`src/rtl/alu_seq_pkg.sv`:
```
// alu_seq_pkg: opcode and FSM state encodings shared by the alu_seq block.
package alu_seq_pkg;

    typedef enum logic [3:0] {
        OP_ADDU = 4'b0000,
        OP_ADDS = 4'b0001,
        OP_SUBU = 4'b0010,
        OP_SUBS = 4'b0011,
        OP_AND  = 4'b0100,
        OP_OR   = 4'b0101,
        OP_XOR  = 4'b0110,
        OP_SHR  = 4'b0111,
        OP_MULU = 4'b1000,
        OP_DIVU = 4'b1001
    } op_e;

    typedef enum logic [1:0] {
        ST_IDLE = 2'd0,
        ST_CALC = 2'd1,
        ST_DONE = 2'd2
    } state_e;

    // Multiply and divide go through the bit-serial datapath.
    function automatic logic is_iter_op(input logic [3:0] op);
        return (op == OP_MULU) || (op == OP_DIVU);
    endfunction

endpackage

```
`src/rtl/alu_seq_iter.sv`:
```
// alu_seq_iter: bit-serial shift-add multiplier and restoring divider.
// One bit per cycle for NUMBITS cycles; lo/hi carry the final values
// combinationally during the cycle where done is high.
module alu_seq_iter
    import alu_seq_pkg::*;
#(
    parameter int NUMBITS = 8
) (
    input  logic               clk,
    input  logic               reset,
    input  logic               start,
    input  logic               div,
    input  logic [NUMBITS-1:0] a,
    input  logic [NUMBITS-1:0] b,
    output logic               done,
    output logic [NUMBITS-1:0] lo,
    output logic [NUMBITS-1:0] hi
);

    localparam int CNT_W = $clog2(NUMBITS);
    localparam logic [CNT_W-1:0] LAST = CNT_W'(NUMBITS - 1);

    logic               active;
    logic               div_q;
    logic [CNT_W-1:0]   cnt;
    logic [NUMBITS-1:0] acc;     // partial product high half / partial remainder
    logic [NUMBITS-1:0] sreg;    // multiplier being consumed / quotient being built
    logic [NUMBITS-1:0] opnd;    // multiplicand / divisor

    logic [NUMBITS:0]   sum;
    logic [NUMBITS:0]   sh;
    logic [NUMBITS:0]   diff;
    logic [NUMBITS-1:0] nxt_acc;
    logic [NUMBITS-1:0] nxt_sreg;

    // One iteration step of either algorithm, selected by the latched op.
    always_comb begin
        // NOTE: every output of this block gets a default first so no path can infer a latch.
        nxt_acc  = acc;
        nxt_sreg = sreg;
        sum      = {1'b0, acc} + (sreg[0] ? {1'b0, opnd} : '0);
        sh       = {acc, sreg[NUMBITS-1]};
        diff     = sh - {1'b0, opnd};
        if (div_q) begin
            if (!diff[NUMBITS]) begin
                nxt_acc  = diff[NUMBITS-1:0];
                nxt_sreg = {sreg[NUMBITS-2:0], 1'b1};
            end else begin
                nxt_acc  = sh[NUMBITS-1:0];
                nxt_sreg = {sreg[NUMBITS-2:0], 1'b0};
            end
        end else begin
            nxt_acc  = sum[NUMBITS:1];
            nxt_sreg = {sum[0], sreg[NUMBITS-1:1]};
        end
    end

    assign done = active && (cnt == LAST);
    assign lo   = nxt_sreg;
    assign hi   = nxt_acc;

    // Load operands on start, then iterate until the counter reaches its last value.
    always_ff @(posedge clk or posedge reset) begin
        if (reset) begin
            // NOTE: the datapath registers are few plain flops (no memory array), so they are all reset.
            active <= 1'b0;
            div_q  <= 1'b0;
            cnt    <= '0;
            acc    <= '0;
            sreg   <= '0;
            opnd   <= '0;
        end else if (start) begin
            active <= 1'b1;
            div_q  <= div;
            cnt    <= '0;
            acc    <= '0;
            sreg   <= a;
            opnd   <= b;
        end else if (active) begin
            acc  <= nxt_acc;
            sreg <= nxt_sreg;
            if (cnt == LAST) begin
                active <= 1'b0;
                cnt    <= '0;
            end else begin
                cnt <= cnt + CNT_W'(1);
            end
        end
    end

endmodule

```
`src/rtl/alu_seq.sv`:
```
// alu_seq: handshaked execute-stage ALU. Eight single-cycle ops plus
// bit-serial unsigned multiply/divide; results held in output registers.
module alu_seq
    import alu_seq_pkg::*;
#(
    parameter int NUMBITS = 8
) (
    input  logic               clk,
    input  logic               reset,
    input  logic               in_valid,
    output logic               in_ready,
    input  logic [NUMBITS-1:0] A,
    input  logic [NUMBITS-1:0] B,
    input  logic [3:0]         opcode,
    output logic               out_valid,
    input  logic               out_ready,
    output logic [NUMBITS-1:0] result,
    output logic [NUMBITS-1:0] result_hi,
    output logic               carryout,
    output logic               overflow,
    output logic               zero,
    output logic               busy
);

    localparam int MSB = NUMBITS - 1;

    state_e             state;
    logic               mul_q;
    logic               start_iter;
    logic               iter_done;
    logic [NUMBITS-1:0] iter_lo;
    logic [NUMBITS-1:0] iter_hi;

    logic [NUMBITS:0]   sum_u;
    logic [NUMBITS:0]   diff_u;
    logic [NUMBITS-1:0] alu_lo;
    logic [NUMBITS-1:0] alu_hi;
    logic               alu_c;
    logic               alu_v;
    logic               alu_z;

    assign sum_u  = {1'b0, A} + {1'b0, B};
    assign diff_u = {1'b0, A} - {1'b0, B};

    // Divide by zero takes the single-cycle path; other mul/div go serial.
    assign start_iter = (state == ST_IDLE) && in_valid && is_iter_op(opcode)
                        && !((opcode == OP_DIVU) && (B == '0));

    // Single-cycle result and flags for the operands presented at accept.
    always_comb begin
        alu_lo = '0;
        alu_hi = '0;
        alu_c  = 1'b0;
        alu_v  = 1'b0;
        case (opcode)
            OP_ADDU: begin
                alu_lo = sum_u[MSB:0];
                alu_c  = sum_u[NUMBITS];
            end
            OP_ADDS: begin
                alu_lo = sum_u[MSB:0];
                alu_v  = (A[MSB] == B[MSB]) && (sum_u[MSB] != A[MSB]);
            end
            OP_SUBU: begin
                alu_lo = diff_u[MSB:0];
                alu_c  = diff_u[NUMBITS];
            end
            OP_SUBS: begin
                alu_lo = diff_u[MSB:0];
                alu_v  = (A[MSB] != B[MSB]) && (diff_u[MSB] != A[MSB]);
            end
            OP_AND:  alu_lo = A & B;
            OP_OR:   alu_lo = A | B;
            OP_XOR:  alu_lo = A ^ B;
            OP_SHR: begin
                alu_lo = A >> 1;
                alu_c  = A[0];
            end
            OP_DIVU: begin
                alu_lo = '1;
                alu_hi = A;
                alu_v  = 1'b1;
            end
            default: ;
        endcase
        alu_z = (alu_lo == '0) && (alu_hi == '0);
    end

    alu_seq_iter #(.NUMBITS(NUMBITS)) u_iter (
        .clk   (clk),
        .reset (reset),
        .start (start_iter),
        .div   (opcode == OP_DIVU),
        .a     (A),
        .b     (B),
        .done  (iter_done),
        .lo    (iter_lo),
        .hi    (iter_hi)
    );

    // Control FSM with registered handshake, busy and result outputs.
    always_ff @(posedge clk or posedge reset) begin
        if (reset) begin
            state     <= ST_IDLE;
            in_ready  <= 1'b1;
            busy      <= 1'b0;
            out_valid <= 1'b0;
            mul_q     <= 1'b0;
            result    <= '0;
            result_hi <= '0;
            carryout  <= 1'b0;
            overflow  <= 1'b0;
            zero      <= 1'b0;
        end else begin
            // NOTE: non-blocking assignments so every flop samples pre-edge values.
            case (state)
                ST_IDLE: begin
                    if (in_valid) begin
                        in_ready <= 1'b0;
                        mul_q    <= (opcode == OP_MULU);
                        if (start_iter) begin
                            state <= ST_CALC;
                            busy  <= 1'b1;
                        end else begin
                            state     <= ST_DONE;
                            out_valid <= 1'b1;
                            result    <= alu_lo;
                            result_hi <= alu_hi;
                            carryout  <= alu_c;
                            overflow  <= alu_v;
                            zero      <= alu_z;
                        end
                    end
                end
                ST_CALC: begin
                    if (iter_done) begin
                        state     <= ST_DONE;
                        busy      <= 1'b0;
                        out_valid <= 1'b1;
                        result    <= iter_lo;
                        result_hi <= iter_hi;
                        carryout  <= 1'b0;
                        overflow  <= mul_q && (iter_hi != '0);
                        zero      <= (iter_lo == '0) && (iter_hi == '0);
                    end
                end
                ST_DONE: begin
                    if (out_ready) begin
                        state     <= ST_IDLE;
                        out_valid <= 1'b0;
                        in_ready  <= 1'b1;
                    end
                end
                default: begin
                    state     <= ST_IDLE;
                    in_ready  <= 1'b1;
                    busy      <= 1'b0;
                    out_valid <= 1'b0;
                end
            endcase
        end
    end

endmodule

```
`config.mk`:
```
export PLATFORM = sky130hd
export DESIGN_NAME = alu_seq
export DESIGN_NICKNAME = d
export VERILOG_FILES = /design/src/rtl/alu_seq_pkg.sv /design/src/rtl/alu_seq_iter.sv /design/src/rtl/alu_seq.sv
export SDC_FILE = /design/constraint.sdc
export NUM_CORES = 1
export LEC_CHECK = 0
export CORE_ASPECT_RATIO = 1.5
export CORE_MARGIN = 8
export CORE_UTILIZATION = 36
export CTS_CLUSTER_DIAMETER = 50
export DETAILED_ROUTE_END_ITERATION = 6
export GPL_ROUTABILITY_DRIVEN = 1
export SLEW_MARGIN = 20
export SYNTH_ARGS = -nofsm -noshare
export SYNTH_HDL_FRONTEND = slang
export SYNTH_SLANG_ARGS = --single-unit
```
`constraint.sdc`:
```
create_clock -name clk -period 3.07 [get_ports clk]
set_clock_uncertainty 0.05 [all_clocks]
set_input_delay 0.614 -clock clk [delete_from_list [all_inputs] [get_ports clk]]
set_output_delay 0.614 -clock clk [all_outputs]
set_load 0.05 [all_outputs]
```
# After elaboration in Yosys (flattened, before gate mapping)
# Cells that the tools add are included.
# word_totals
regBits	54
word_cells	132
memories	0
output_inout_bits	22
inputBits	24
latchBits	0
ram_bits	0
rom_bits	0
# classes
n_div	0
n_eq_ne	21
order_cmp	0
n_mul	0
n_shift	0
n_mux	55
n_bitwise	5
add_sub_neg	5
reduce_logical	30
# op_table
cell	n
2-to-1 mux 8 bit	15
one-hot mux 8 bit (7 select lines)	1
logical NOT 8 bit	5
one-hot mux 8 bit (2 select lines)	2
2-to-1 mux 1 bit	21
equality test 4 x 3 -> 1 bit (second input constant)	4
one-hot mux 1 bit (3 select lines)	5
AND reduction 4 bit	3
logical AND 1 bit	10
inequality test 2 bit (second input constant)	5
adder 8 x 8 -> 9 bit	1
adder 8 x 9 -> 9 bit	1
2-to-1 mux 3 bit	3
subtractor 8 x 8 -> 9 bit	1
subtractor 9 x 8 -> 9 bit	1
AND 8 bit	1
equality test 4 x 2 -> 1 bit (second input constant)	2
equality test 4 bit (second input constant)	2
2-to-1 mux 2 bit	4
OR 8 bit	1
nonzero test 8 bit	1
XOR 8 bit	1
one-hot mux 1 bit (2 select lines)	3
one-hot mux 2 bit (3 select lines)	1
16 further kinds	22

# Logic depth before layout (Yosys ltp)
# Gate-level depths: netlist (run 1).
# depth
word_depth	8
depth_mapped	13
ltp_nobuf	12

# By module
# Synthesis (run 1) repeated with hierarchy kept, for this count alone.
# unflattened
cells_unflattened	595
area_unflattened_um2	4857.2
# by_module_without_submodules
module	cells_per_inst	seq_area_each_um2	n_inst	area_per_inst_um2
alu_seq	336	626.9	1	2595.0
alu_seq_iter	259	725.7	1	2262.2

# Least setup slack after synthesis (run 1)
# No wires, ideal clock.
# synth_path
path_type	register -> register
startpoint	register u_iter.sreg[7]
endpoint	register overflow
setup_ps	120
n_path_buf	1
period_less_slack_ps	3049
required_time_ps	2900
arrival_time_ps	2879
setup_slack_ps	21
stages_incl_launch_ff	14
path_cell_list	dfrtp_1 > inv_1 > ha_1 > inv_1 > fa_1 > a21o_1 > a41oi_2 > mux2i_2 > or2_1 > buf_6 > a221o_1 > and4bb_1 > nand4b_1 > a31o_1
# synth_via
elab_chain_len	7
# synth_lines
element	line_no	rtl
from (decl)	alu_seq_iter.sv:27	logic [NUMBITS-1:0] sreg;
from (signal assigned)	alu_seq_iter.sv:81	sreg <= nxt_sreg;
subtractor 9 x 8 -> 9 bit	alu_seq_iter.sv:43	diff = sh - {1'b0, opnd};
2-to-1 mux 8 bit (*)	alu_seq_iter.sv:45	if (!diff[NUMBITS]) begin
2-to-1 mux 8 bit (*)	alu_seq_iter.sv:44	if (div_q) begin
nonzero test 8 bit (*)	alu_seq.sv:143	overflow <= mul_q && (iter_hi != '0);
logical AND 1 bit (*)	alu_seq.sv:143	
2-to-1 mux 1 bit (*)	alu_seq.sv:136	if (iter_done) begin
one-hot mux 1 bit (2 select lines) (*)	alu_seq.sv:116	case (state)
to (signal assigned)	alu_seq.sv:130	overflow <= alu_v;
to (signal assigned)	alu_seq.sv:143	
to (decl)	alu_seq.sv:20	output logic overflow,
# Every way passes the cells marked *; elsewhere a longest branch is shown, timed or not. The select of a mux whose other input is x is not followed.
# A chain may end at the register's enable or synchronous reset.

# Worst setup path after layout (run 1)
# Same ends and word-level chain as after synthesis.

==> results of run 1 <==
==> per-layer routing <==
metal	routed length, um	share of wire, %	vias up	track usage [%]
met3	642	3.9	41	1.365
met5	0	0	-	0
met1	5820	35	2326	20.24
li1	-	-	2298	-
met4	873	5.3	0	11.79
met2	9235	56	119	37.58
==> layout by cell type, fill, tap and decap left out, types with 10 or more instances in the layout <==
cell,count
buf_4,131
dfrtp_1,53
nand2_1,45
nor2_1,41
clkdlybuf4s50_1,41
inv_1,37
ha_1,35
o21ai_0,31
o21ai_1,26
a21oi_1,20
nand2b_1,14
mux2i_1,14
a22oi_1,13
nor3_1,10
nand3_1,10
xnor2_1,10
==> sequential cells by signal, indices dropped and copies added, names as in the netlist, 2 cells and up <==
| name | count |
|---|---|
| result | 8 |
| result_hi | 8 |
| u_iter.acc | 8 |
| u_iter.opnd | 8 |
| u_iter.sreg | 8 |
| u_iter.cnt | 3 |
| state | 2 |
==> power by group <==
group          total, mW  internal [mW]  switching [mW]
Clock              0.650          0.387           0.263
Sequential          1.27           1.01           0.255
Combinational       4.79           2.29            2.50
Total               6.70           3.69            3.02
==> critical path: stages, from the launching register on <==
cell      delay, ns
dfrtp_1        0.41
inv_1          0.07
ha_2           0.18
inv_2          0.04
fa_2           0.36
a21o_1         0.23
a41oi_4        0.25
mux2i_4        0.35
nor4_2         0.08
a221o_1        0.38
and4bb_1       0.28
nand4b_1       0.24
a31o_1         0.26
==> Yosys cell counts (11+ instances only) <==
| master | n |
|---|---|
| o21ai_0 | 31 |
| mux2i_1 | 15 |
| nand2b_1 | 14 |
| a21oi_1 | 21 |
| nor3_1 | 11 |
| inv_1 | 40 |
| nand2_1 | 45 |
| nor2_1 | 41 |
| ha_1 | 42 |
| o21ai_1 | 26 |
| dfrtp_1 | 53 |
| clkbuf_1 | 19 |
| a22oi_1 | 13 |
==> worst paths after layout <==
path | start | to | slack (ns) | depth (start not counted)
max in group asynchronous | reset | in_ready | 1.76 | 3
hold / removal | busy | busy | 0.45 | 1
min in group asynchronous | reset | result_hi[2] | 0.55 | 2
hold reg to reg | busy | busy | 0.45 | 1
setup / recovery | u_iter.sreg[7] | overflow | -0.21 | 12
setup reg to reg | u_iter.sreg[7] | overflow | -0.21 | 12
==> cell families after synthesis <==
group | count (synthesis) | share of synthesized area [%]
and+or+nand+nor | 163 | 17.40
muxes | 21 | 5.192
adders and majority gates | 46 | 12.96
AOI/OAI and AO/OA | 177 | 26.26
DFF | 54 | 28.93
xor gates and xnor gates | 15 | 2.810
buffers and inverters | 70 | 6.451
==> final cells by class <==
class                      count  area (um^2)
clock buffer                   6        128.9
clock inverter                 2        38.79
fill                        1216         6257
inverter                      43        161.4
multi-input combinational    422         3209
sequential                    54         1353
tap                          159        198.9
timing repair buffer         179         1479
==> timing repair <==
| item | 4_1_cts | 5_1_grt |
|---|---|---|
| setup buffers | 2 | 4 |
| setup endpoints to repair | 15 | 13 |
| gates resized for setup | 14 | 24 |
| pin swaps | 13 | 7 |
| hold buffers | 0 | 0 |
==> run summary, run 1 <==
Summed over all instances, the cell type with the most area after synthesis is dfrtp_1. By area the synthesized netlist is led by dfrtp_1 28%, ha_1 11%, nand2_1 3.6%, o21ai_0 3.3%, nor2_1 3.3%. TritonCTS built the clock tree. The full die area was 16960 um^2.

In this run, synthesis inferred 0 flip-flops with an integrated enable. The run gives 13570 um as the detailed-placement wirelength estimate. The tools report the element type at the critical path end as a flip-flop. The critical path is of the flip-flop to flip-flop type.

For this run, the share of the core covered by cells in the final layout is 51.21%. Cells with a size suffix above 1 make up 26.63% of the layout. Critical path data arrival time: 3.43 ns. The share of async-settable or async-resettable flops after synthesis was 100.0%; the sum of negative setup slack was -0.4909 ns. The first routing iteration left 240 violations. The run gives 0 as the remaining global-route overflow.

Measured along the x axis, the die boundary spans 109.0 um. Clock slew seen by the registers of the worst setup and hold paths: 0.08 ns. The logs give 0 for the number of antenna violations at the first check in global routing and 19.81% for the global routing usage summed across all routing layers.

The finished layout holds 865 standard cells, fillers aside. Relative to the synthesized area, the layout overhead comes to 40.52%. The via count of the first global-routing pass was 4962; the final clock period utilization by the worst path was 106.9%.

Final worst setup slack: -0.2109 ns. Setup repair after global routing could not meet its margin everywhere. In the routed layout, each cell is associated on average with a via count of 5.531.

The overall die height came out at 155.6 um. The final-report setup violation count is 4. The residual DRC count was 0; the worst-margin pin slew was 0.6130 ns. Number of nets still failing antenna checks after routing: 0. The sequential area share after synthesis is 28.93%, and the worst slew margin relative to its limit is 58.98%.

The worst ir drop on vdd was 0.5201 mV. Among all flip-flop cells after synthesis, the most frequent one is dfrtp_1. The clock insertion delay at the later pin of the skew report came out at 0.30 ns. The fmax was 0.3048 GHz. The average routed wire per standard cell is 19.16 um, and the power density over the cells is 1021 nW/um^2.

When the netlist entered floorplanning its net count stood at 616. The last weighted congestion value of the routability-driven placer was 0.9154. For this design the top-level I/O count stands at 46. The maximum net fanout on the critical path came out at 4. Post-layout instance area: 6569 um^2. The checks that failed: setup timing. Of the post-synthesis cell area, the dominant cell type holds 28.37%. Number of max-cap violations: 0. The count of input and output buffers came out at 45.

STA classifies the critical path startpoint as a flip-flop. In this run, CTS created clock tree buffers numbering 5. The repair_antennas step left the layout with diodes totalling 0. The cell count after synthesis came out at 546. The run finished, with violations left. The logs give 0.4452 ns for the worst hold slack and 3.22 ns for the worst path required time.

The net count of the finished layout is 775. Entering global routing, the biggest net connects 34 pins. The first-pass GRT wire length is 26190 um.

The synthesized netlist occupies a cell area of 4674 um^2. The placeable core region came out at 12830 um^2. The completed layout was analyzed and its total power is 6.704 mW.

The first detailed-routing pass took 4 iterations. Summed over all layers, the routed wires come to 16570 um. The netlist uses 77 different library cells. Number of slew-limit violations in the final report: 0.

A synthesized cell averages 8.561 um^2. For the H-tree depth, the log shows 2. The min-delay analysis places its worst path in the category flip-flop to flip-flop. The number of clock sinks is 54. The post-placement worst setup slack is -0.7066 ns.

The tools report the clock root buffer master as clkbuf_16. The run gives 4784 as the number of vias after detailed routing. No sink is reached through more buffers than the 2 on the longest clock path. The flip-flop and latch count after synthesis was 54. Row generation in the floorplan step produced 51 rows. During synthesis, Yosys emitted a total of 0 warnings. The worst path needs 3.281 ns of the cycle, external delays included. Summing all placed instances gives a cell area of 6172 um^2.

The run gives 0 as the number of hold-slack violations in the final timing report. For this configuration, the core starts out at a cell density of 36.45%. For this design the static power due to leakage is 3.018 nW. Counting tap cells, the placed design contains a total of 851 instances.
(Power assumes the default switching activity.)
==> run 2, diff against run 1 <==
Settings changed: CORE_UTILIZATION 36 to 45, PLACE_DENSITY set to 0.68.
==> run 2 against run 1 <==
  * The flow still finishes with violations (setup timing)
  * Design area decreased by 2.5%
  * First-iteration DRC count grew 1.3%
  * Routed wire length fell by 1.7%
  * Register-to-register slack better by 0.14 ns
  * Combinational power shrank 4%
  * Flip-flop and latch count unchanged
  * Global-route usage increased by 4.0 points
==> run summary, run 2 (synthesized netlist as in run 1, its figures left out) <==
The flow ran to the end, but the final reports show violations. The final reports fail on setup timing. For this design the ratio of total power to cell area is 1012 nW/um^2. Entering global routing, the biggest net connects 34 pins.

The residual DRC count came out at 0. The tools report the worst path required time as 3.22 ns. The most numerous cell on the critical path was inv_2.

The number of hold buffers added after CTS was 0. In this run, the number of DRC markers left after iteration 0 of detailed routing was 243. The finished layout holds 820 standard cells, fillers aside. The final design utilization is 63.21%, and the via count normalized by instance count is 5.841. Number of hold-slack violations in the final timing report: 0. The class of the worst hold path was flip-flop to flip-flop. The run gives 6.484 mW as the power consumption.

CTS placed an instance of clkbuf_16 at the clock tree root. At the end of the flow, the number of nets in the layout was 772. Setup slack on the worst reg-to-reg path comes out at -0.07 ns.

The first detailed-routing pass ran for 7 iterations. The first global-routing pass estimated 26180 um of wire. Setup repair after global routing could not meet its margin everywhere. The tools report the post-layout instance area as 6406 um^2. Critical path's slowest cell: dfrtp_1. The floorplan step set the die height to 140.8 um. VDD sags by at most 1.200 mV. The average routed wire per standard cell works out to 19.86 um. The tools report the maximum root-to-sink buffer count as 2. The final worst setup slack is -0.06983 ns, and the initial core utilization is 46.12%. For the worst-skew pair, the clock arrives at the later sink with an insertion delay of 0.30 ns.

For this run, global-route usage on met2 was measured as 45.99%. The detailed-placement wirelength estimate is 13450 um, and the critical path data arrival time is 3.29 ns. For the number of placement rows, the log shows 45.

Layer with the highest usage after global routing: met2. TritonCTS built the clock tree. The total area inside the core boundary comes to 10130 um^2. The signal on the critical path passes through inv_2 -> ha_4 -> inv_2 -> fa_2 -> a21o_1 -> a41oi_2 -> mux2i_2 -> buf_4 -> nor4_2 -> a311oi_2 -> o221a_1 -> nand4b_1 -> a31o_1. Leaving out fill and tap cells, the most frequent cell in the layout is buf_4. For this design the static power due to leakage is 2.970 nW. The tools report the number of buffers created by CTS as 5. For this run, global-route usage on met3 was measured as 2.021%. The final-report setup violation count is 3. The run gives 13970 um^2 as the full die area. STA classifies the critical path startpoint as a flip-flop.

The worst pin sits at a relative slew slack of 56.16%. The global routing usage summed across all routing layers came out at 23.79%. After detailed routing, the total wire length is 16290 um. The post-placement worst setup slack was -0.5125 ns. Chip width: 99.22 um. Across all layers, the routed design uses 4790 vias.

The tools report the count of placed standard cells including taps as 810. For the H-tree depth, the log shows 2. The number of clock sinks was 54. The via count of the first global-routing pass came out at 5036. The run gives 1.030 as the last weighted congestion value of the routability-driven placer. The placed instance area was 6127 um^2.

For this run, the slowest stage of the critical path takes 0.39 ns. Number of nets still failing antenna checks after routing: 0. The global routing usage on met1 came out at 23.41%. The library cells used most frequently in the layout, excluding fill and tap cells, are 130 x buf_4, 53 x dfrtp_1, 45 x nand2_1. For the pin with the worst max-slew slack, the measured transition is 0.6552 ns.

The routed design could run at a clock period as short as 3.140 ns. Number of diodes added for antenna fixing: 0. The number of max-cap violations is 0, and the post-synthesis to final-layout area growth is 37.04%.

The worst path uses 102.3% of the clock period. The worst setup path is captured at a flip-flop. Buffers placed on the I/O ports in this run total 45. The post-route netlist has 26.46% of its cells at a drive strength greater than 1. Pin placement for this block handled 46 I/O pins. The number of antenna violations at the first check in global routing was 0; the fmax was 0.3185 GHz. For the number of slew-limit violations in the final report, the log shows 0.

Clock-pin slew was measured on the worst setup and hold paths at 0.07 ns. After global routing the overflow that remains totals 0. The maximum net fanout on the critical path is 4. The worst setup path is of the flip-flop to flip-flop kind.
run 2: changes by cell type in the layout (fill, tap and decap cells not counted), sizes merged:
cell / before / now
bufinv: 1 / 0
buf: 134 / 131
dlygate4sd2: 2 / 4
clkinv: 1 / 2
dlymetal6s2s: 2 / 0
run 2: worst paths after layout:
check,from,to,cells after the start
max in group asynchronous,reset,in_ready,3
min in group asynchronous,reset,u_iter.acc[0],2
setup / recovery,u_iter.sreg[7],overflow,13
hold / removal,result[1],result[1],1
hold reg to reg,result[1],result[1],1
setup reg to reg,u_iter.sreg[7],overflow,13
run 2: power by group:
group          switching, mW  internal (mW)
logic                   2.43           2.18
registers              0.269           1.01
clock network          0.267          0.328
run 2: final cells by class:
cell class                      instances  area [um^2]
Clock inverter                          2        17.52
Tap cell                              117        146.4
Inverter                               43        161.4
Fill cell                             886         3729
Multi-Input combinational cell        422         3148
Timing Repair Buffer                  176         1441
Clock buffer                            6        138.9
Sequential cell                        54         1353
run 2: per-layer routing:
layer	wire length [um]	part of all wire, %
met5	0	0
met4	1027	6.3
met3	542	3.3
met2	8855	54
met1	5860	36
run 2: stage by stage:
| stage | hold slack, ns | setup TNS [ns] |
|---|---|---|
| CTS | 0.4645 | -0.08971 |
| global route | 0.4756 | -0.4176 |
| floorplan | 0.4159 | 0 |
| global placement | 0.4120 | -2.755 |
| finish | 0.4629 | -0.1316 |
| detailed placement | 0.4473 | -3.034 |
run 2: timing repair:
| item | in CTS | in global routing |
|---|---|---|
| setup endpoints to repair | 14 | 4 |
| pin swaps | 16 | 9 |
| cloned | 0 | 0 |
| buffers inserted | 3 | 0 |
| resized for setup | 29 | 4 |
run 2: worst max-delay path: cells and delay by family, from the launching register on:
family | cells | cell delay, ns
multiplexers | 1 | 0.31
buffers and inverters | 3 | 0.31
AO/OA/AOI/OAI | 5 | 1.21
AND/OR/NAND/NOR | 2 | 0.23
adder cells (fa/ha/maj) | 2 | 0.51
flip-flops | 1 | 0.39
==> run 3, diff against run 2 <==
Settings changed: CORE_UTILIZATION 45 to 53, PLACE_DENSITY 0.68 to 0.78.
==> run 3 against run 2 <==
  * Largest power group unchanged
  * Critical path type unchanged
  * Clock power decreased by 1%
  * Global-route usage increased by 4.0 points
  * Register-to-register slack improved by 0.03 ns
  * The run still ends with setup timing left
==> run summary, run 3 (synthesized netlist as in run 1, its figures left out) <==
Number of clock sinks: 54. The die covers 12140 um^2. Walking the worst path, the cells encountered are inv_2 -> ha_4 -> inv_2 -> fa_2 -> a21o_1 -> a41oi_2 -> mux2i_2 -> or2_4 -> o311a_1 -> and4bb_1 -> nand4b_1 -> a31o_1.

The run gives 34 as the maximum number of pins on one net before global-route repair. Among cell families on the critical path, the largest total delay comes from compound AO/OA/AOI/OAI gates. The run gives 13010 um as the detailed-placement wirelength estimate. The final reports fail on setup timing. For this configuration, the core starts out at a cell density of 53.59%. At the later pin of the worst-skew pair, clock insertion delay measures 0.29 ns.

TritonCTS built the clock tree. The total of fill cells in the finished design is 679. The post-synthesis to final-layout area growth is 36.80%. The element type at the critical path end is a flip-flop. Critical path's slowest cell: dfrtp_1.

The type of the worst setup path was flip-flop to flip-flop. The worst hold path belongs to the class flip-flop to flip-flop. After the last flow step, the layout net total stands at 763. The detailed router placed 4955 vias in this run. The maximum net fanout on the critical path was 6. Measured along the x axis, the die boundary spans 92.68 um.

The number of hold-slack violations in the final timing report was 0; the register cell area after layout was 1353 um^2. For this run, the slowest stage of the critical path takes 0.40 ns. In the routed design, unresolved DRC markers number 0.

The logs give 3.488 mW for the internal power of the cells and 16550 um for the total detailed-routing wirelength. The number of antenna violations at the first check in global routing is 1. The combinational share of power is 71.4%, and the final critical-path required period is 3.114 ns.

In this run, CTS created clock tree buffers numbering 5. Critical path launch point type: a flip-flop. The overall die height was 131.0 um; the count of placed standard cells including taps was 785.

For this design the ratio of total power to cell area is 1019 nW/um^2. The buffer and inverter count on the worst path was 2; the last weighted congestion value of the routability-driven placer was 0.9572. The run gives 42 as the number of placement rows. The first global-routing pass estimated 26120 um of wire.

At the pin with the least slew margin, the transition time is 0.6461 ns. For the number of nets still failing antenna checks after routing, the log shows 0. Clock-pin slew was measured on the worst setup and hold paths at 0.07 ns.

The via count of the first global-routing pass is 5012, and the number of ports placed on the die boundary is 46. The worst path required time came out at 3.20 ns. CTS placed an instance of clkbuf_16 at the clock tree root.

The maximum root-to-sink buffer count came out at 2. The average routed wire per standard cell was 20.56 um; the H-tree depth was 2. The via count normalized by instance count was 6.155. The proportion of total power due to net switching was 46.45%; the number of max-cap violations was 0.

The leakage power of the design came out at 2.952 nW. In the final layout, the multi-input gates occupy 3194 um^2. The run gives -0.04407 ns as the final worst setup slack. The commonest non-fill, non-tap cell in the layout was buf_4.

The fmax was 0.3211 GHz; the worst hold slack was 0.4378 ns. The number of violations reported at the end of detailed-routing iteration 0 is 332, and the fraction of final layout cells sized beyond drive strength 1 is 26.51%. The final-report setup violation count came out at 2. The part of the power in registers was 19.6%; the placeable core region was 8723 um^2. For this run, the detailed router's first-pass iteration total came to 7. The run finished, with violations left. The worst hold path cell count came out at 1.

Across every metal layer, demand over resource in global routing totals 27.75%. In the finished design, the share of the clock period the worst path needs comes to 101.4%. Port buffering added 45 buffers. Sum of negative setup slack: -0.05431 ns.

Setup repair after global routing could not meet its margin everywhere. The worst ir drop on vdd was 1.171 mV; the net switching component of the power was 3.026 mW. The worst slew margin relative to its limit is 56.83%, and the cell count along the critical path is 12. The non-filler instance count after layout was 805; the remaining global-route overflow was 0. The critical path data arrival time was 3.25 ns.

The library cells used most frequently in the layout, excluding fill and tap cells, are 119 x buf_4, 53 x dfrtp_1, 45 x nand2_1. The worst register-to-register path has a depth of 12. For the count of hold-fix buffers inserted at cts, the log shows 0. The logs give 0 for the number of slew-limit violations in the final report and 9.0% for the power share of the clock group. The most numerous cell on the critical path is inv_2.
## run 3: routing by layer
metal  up-vias  part of all wire, %  wire, um  track usage, %
li1       2283                    -         -               -
met1      2405                   36      6039           28.86
met2       194                   54      8916           52.91
met3        73                  4.4       721           3.145
met4         0                  5.3       869           15.05
met5         -                    0         0               0
## run 3: cell type report
cell class / instances / area share [%]
inverters: 43 / 2.524
repair buffers: 167 / 21.76
diodes: 1 / 0.03913
multi-input cells: 422 / 49.95
well taps: 110 / 2.152
clock buffers: 6 / 2.172
clock inverters: 2 / 0.2544
flip-flops and latches: 54 / 21.15
## run 3: what timing repair did
item | CTS | global route
setup endpoints to repair | 12 | 12
pin swaps | 17 | 5
buffers inserted | 9 | 2
resized for setup | 38 | 14
## run 3: path summary, 6_finish.rpt
check                          startpoint            to  slack, ns
min in group asynchronous           reset  result_hi[1]       0.65
max in group asynchronous           reset      in_ready       1.71
max                        u_iter.sreg[7]      overflow      -0.04
max reg2reg                u_iter.sreg[7]      overflow      -0.04
min                                  busy          busy       0.44
min reg2reg                          busy          busy       0.44
## run 3: per-stage QoR
| step | utilization [%] | setup slack (ns) | power (mW) | area, um^2 |
|---|---|---|---|---|
| floorplan | - | 0.02132 | 4.014 | 4674 |
| global placement | 68.73 | -0.4395 | 5.387 | 5996 |
| detailed placement | 68.73 | -0.5516 | 5.510 | 5996 |
| CTS | 72.73 | -0.06519 | 6.302 | 6345 |
| global route | 73.31 | -0.1095 | 6.912 | 6395 |
| finish | 73.31 | -0.04407 | 6.513 | 6395 |
## run 3: power groups by stage
stage / registers (mW) / logic, mW / clock network (mW)
floorplan: 1.53 / 2.49 / 0
global placement: 1.25 / 4.13 / 0
detailed placement: 1.27 / 4.24 / 0
CTS: 1.26 / 4.45 / 0.595
global route: 1.30 / 4.99 / 0.625
finish: 1.28 / 4.65 / 0.587
## run 3: worst reg2reg max path, stage by stage, from the launching register on
cell and delay [ns]:
dfrtp_1 0.40, inv_2 0.08, ha_4 0.14, inv_2 0.04
fa_2 0.35, a21o_1 0.22, a41oi_2 0.22, mux2i_2 0.14
or2_4 0.30, o311a_1 0.36, and4bb_1 0.31, nand4b_1 0.17
a31o_1 0.23
